### config.mk
export PLATFORM = sky130hd
export DESIGN_NAME = sdram_arbiter
export DESIGN_NICKNAME = d
export VERILOG_FILES = /design/src/rtl/sdram_arbiter.sv
export SDC_FILE = /design/constraint.sdc
export NUM_CORES = 1
export LEC_CHECK = 0
export ABC_CLOCK_PERIOD_IN_PS = 1750
export CORE_UTILIZATION = 26
export CTS_CLUSTER_SIZE = 24
export DETAILED_ROUTE_END_ITERATION = 8
export PLACE_DENSITY = 0.81
export SYNTH_ARGS = -nofsm -noshare
export SYNTH_HDL_FRONTEND = slang
export SYNTH_SLANG_ARGS = --single-unit
### constraint.sdc
create_clock -name sys_clk -period 1.75 [get_ports sys_clk]
set_input_delay 0.175 -clock sys_clk [delete_from_list [all_inputs] [get_ports sys_clk]]
set_output_delay 0.175 -clock sys_clk [all_outputs]
set_load 0.05 [all_outputs]
### src/rtl/sdram_arbiter.sv
// sdram_arbiter: grants the shared SDRAM command/address/data bus to init, refresh, write or read.
// Latency: request seen in ARBIT at edge N gives a grant from N+1; each owner change passes through one NOP cycle.
// Backpressure: requests are held until granted; refresh wins, write/read alternate, bursts are never preempted.
module sdram_arbiter #(
    parameter logic [3:0] CMD_NOP = 4'b0111
) (
    input  logic        sys_clk,
    input  logic        sys_rst,
    input  logic        init_end,
    input  logic [3:0]  init_cmd,
    input  logic [1:0]  init_ba,
    input  logic [12:0] init_addr,
    input  logic        aref_req,
    input  logic        aref_end,
    input  logic [3:0]  aref_cmd,
    input  logic [1:0]  aref_ba,
    input  logic [12:0] aref_addr,
    input  logic        wr_req,
    input  logic        wr_end,
    input  logic [3:0]  write_cmd,
    input  logic [1:0]  write_ba,
    input  logic [12:0] write_addr,
    input  logic        wr_sdram_en,
    input  logic [15:0] wr_sdram_data,
    input  logic        rd_req,
    input  logic        rd_end,
    input  logic [3:0]  read_cmd,
    input  logic [1:0]  read_ba,
    input  logic [12:0] read_addr,
    output logic        aref_en,
    output logic        wr_en,
    output logic        rd_en,
    output logic [3:0]  sdram_cmd,
    output logic [1:0]  sdram_ba,
    output logic [12:0] sdram_addr,
    output logic        sdram_cke,
    output logic [15:0] sdram_dq_out,
    output logic        sdram_dq_oe
);

    typedef enum logic [2:0] {
        INIT  = 3'd0,
        ARBIT = 3'd1,
        AREF  = 3'd2,
        WRITE = 3'd3,
        READ  = 3'd4
    } state_t;

    state_t state;
    logic   last_was_wr;

    // Grants are registered alongside the state so they always equal the state decode.
    always_ff @(posedge sys_clk) begin
        if (sys_rst) begin
            state       <= INIT;
            last_was_wr <= 1'b0;
            aref_en     <= 1'b0;
            wr_en       <= 1'b0;
            rd_en       <= 1'b0;
        end else begin
            case (state)
                INIT: begin
                    if (init_end) state <= ARBIT;
                end
                ARBIT: begin
                    if (aref_req) begin
                        state   <= AREF;
                        aref_en <= 1'b1;
                    end else if (wr_req && (!rd_req || !last_was_wr)) begin
                        state       <= WRITE;
                        wr_en       <= 1'b1;
                        last_was_wr <= 1'b1;
                    end else if (rd_req) begin
                        state       <= READ;
                        rd_en       <= 1'b1;
                        last_was_wr <= 1'b0;
                    end
                end
                AREF: begin
                    if (aref_end) begin
                        state   <= ARBIT;
                        aref_en <= 1'b0;
                    end
                end
                WRITE: begin
                    if (wr_end) begin
                        state <= ARBIT;
                        wr_en <= 1'b0;
                    end
                end
                READ: begin
                    if (rd_end) begin
                        state <= ARBIT;
                        rd_en <= 1'b0;
                    end
                end
                default: begin
                    state   <= ARBIT;
                    aref_en <= 1'b0;
                    wr_en   <= 1'b0;
                    rd_en   <= 1'b0;
                end
            endcase
        end
    end

    always_comb begin
        sdram_cmd  = CMD_NOP;
        sdram_ba   = 2'b11;
        sdram_addr = 13'h1FFF;
        case (state)
            INIT: begin
                sdram_cmd  = init_cmd;
                sdram_ba   = init_ba;
                sdram_addr = init_addr;
            end
            AREF: begin
                sdram_cmd  = aref_cmd;
                sdram_ba   = aref_ba;
                sdram_addr = aref_addr;
            end
            WRITE: begin
                sdram_cmd  = write_cmd;
                sdram_ba   = write_ba;
                sdram_addr = write_addr;
            end
            READ: begin
                sdram_cmd  = read_cmd;
                sdram_ba   = read_ba;
                sdram_addr = read_addr;
            end
            default: ;
        endcase
    end

    assign sdram_cke    = 1'b1;
    assign sdram_dq_out = wr_sdram_data;
    assign sdram_dq_oe  = wr_sdram_en && (state == WRITE);

endmodule

==> flow_summary.toml <==
[yosys]
synth_top_family_by_area = "compound AO/OA/AOI/OAI gates"
syn_area_per_cell_um2 = 7.39
yosys_warnings = 0
yosysUniqueCellTypes = 34
synth_nets = 256
synth_edf_count = 0
synthMuxAreaShare = 0.178
synth_compound_area_frac = 0.356
syn_inst = 154
yosys_most_used_dff = "dfxtp_1"
async_flop_share = 0
synthAdderAreaFrac = 0
synth.cell_area_um2 = 1140
seq_area_frac_synth = 0.123
synth_seq_cells = 7
synth_simple_gate_area_frac = 0.165
synth-xor-area-share = 0

[timing]
post-route-period-util = 0.975
max_freq_ghz = 0.586
layout_setup_ws_ns = 0.0431
drv_slew = 0
finClkSkew_ns = 0.00150
final.min_clock_period_ns = 1.71
setup-violations-final = 0
hold_viol_final = 0

[global_routing]
use_met3 = 0.0400
grt_use_met1 = 0.245
grt_start_max_net_pins = 20
grt_usage = 0.195
antenna_found_initial = 0
grt_pass1_vias = 1436
overflow = 0
top_usage_layer = "met2"
use_met2 = 0.321
grt_pass1_wl_um = 6800

[floorplan]
die_h_um = 68.2
start_util = 0.277
io_pins = 142
num_rows = 23
die_area_um2 = 4650
die_w_um = 68.2
fp.coreArea_um2 = 4120

[drt]
drc_errors = 0
viasPerCell = 5.04
dr.pass1.iters = 4
ant_nets = 0
routed_wl_um = 4770
drt_iter0_markers = 70
wire_per_inst_um = 16.1
num_vias = 1492

[critical_path]
critPathMaxFanout = 6
startpoint = "state[1]"
crit_type = "reg -> out"
worst_setup_path_end_kind = "output port"
rr_startpoint = "state[1]"
critPathRequiredTime_ns = 1.57
critPathLaunchType = "flop"
arrival_ns = 1.53

[place]
dpl.hpwl_um = 3770
gp_congestion = 0.793
pre_cts_ws_ns = 0.138
dp_cells = 291
portBuffers = 108

[run_status]
status = "complete, no violations"

[clock_network]
clkLatencyLatePin_ns = 0.23
cts_buffers = 3
cts_tree = "built"
path_clk_slew_ns = 0.04
htree_levels = 1
clk_path_buf_depth = 2
cts_sinks = 7
cts_root_buffer = "clkbuf_8"

[final_layout]
antenna_cells = 0
drive_gt1_frac = 0.179
finalNonFillerCells = 296
syn2layout_area_growth_pct = 115
nets = 349

[job]
max_cap_viol_count = 0

[power]
power_mw = 2.08
powerDensity_nw_per_um2 = 848
ir_drop_uv = 546
p_leak_nw = 0.931

[hold_path]
hold_path.class = "in -> out"
hp-start = "wr_sdram_data[10]"
==> cells by family after synthesis <==
logic type	count (synthesis)
AO/OA/AOI/OAI	57
AND/OR/NAND/NOR	38
buffers and inverters	31
multiplexers	20
flip-flops	7
other	1
==> worst paths after layout <==
path | endpoint | slack, ns | depth (start not counted)
setup reg to reg | rd_en | 0.15 | 6
hold reg to reg | last_was_wr | 0.51 | 1
setup / recovery | sdram_addr[12] | 0.04 | 4
hold / removal | sdram_dq_out[10] | 0.35 | 0
==> cells in the mapped netlist, types with 3 or more instances <==
| cell | count | area share |
|---|---|---|
| a21oi_1 | 21 | 0.092 |
| nand2_1 | 4 | 0.013 |
| dfxtp_1 | 7 | 0.12 |
| nand2b_1 | 5 | 0.027 |
| nor2_1 | 20 | 0.066 |
| buf_2 | 5 | 0.022 |
| buf_4 | 20 | 0.13 |
| o21ai_0 | 3 | 0.013 |
| mux2i_1 | 18 | 0.16 |
| o22a_1 | 20 | 0.15 |
==> layout make-up <==
type	count	area, µm²
Clock buffer	4	45.0
Sequential cell	7	145
Multi-Input combinational cell	116	816
Fill cell	358	1670
Tap cell	50	62.6
Timing Repair Buffer	117	1370
Inverter	2	7.51
==> per-layer routing <==
layer | part of all wire | routed length (µm)
met1 | 0.40 | 1910
met2 | 0.49 | 2340
met3 | 0.085 | 408
met4 | 0.024 | 113
met5 | 0 | 0
==> sequential cells by signal, indices dropped and copies added, names as in the netlist <==
register and flops:
state 3, aref_en 1, last_was_wr 1, rd_en 1
wr_en 1
==> critical path, cell delays in order, from the launching register on <==
cell	delay, ns
dfxtp_4	0.39
mux2_2	0.35
o22a_1	0.20
o22a_1	0.22
buf_12	0.16
==> what timing repair did <==
item                                    CTS  global route
endpoints found under the setup margin   18            17
gates resized for setup                   5             4
hold buffers                              0             0
pin swaps                                 0             1
buffers inserted                          0             1
==> power breakdown <==
part           internal (mW)  switching, mW
clock                  0.158         0.0695
combinational          0.828          0.807
sequential             0.183         0.0306
==> per-stage QoR <==
step | TNS (ns) | cell area (µm²) | hold WS (ns) | util
after floorplan | 0 | 1140 | 0.244 | -
after global placement | 0 | 2370 | 0.350 | 0.575
after detailed placement | 0 | 2370 | 0.350 | 0.575
after CTS | 0 | 2430 | 0.350 | 0.590
after global routing | -0.00271 | 2450 | 0.350 | 0.595
final | 0 | 2450 | 0.350 | 0.595
==> layout by cell type, fill, tap and decap left out, drive strengths merged, types with 3 or more instances in the layout <==
cell / synthesis / layout
clkbuf: 3 / 4
buf: 26 / 29
dfxtp: 7 / 7
o21ai: 3 / 3
a21oi: 21 / 21
mux2i: 18 / 18
nor2: 21 / 21
nand2b: 5 / 5
nand2: 5 / 5
clkdlybuf4s50: 0 / 88
o22a: 20 / 20
Note: power is estimated with default switching activity, not from simulation.
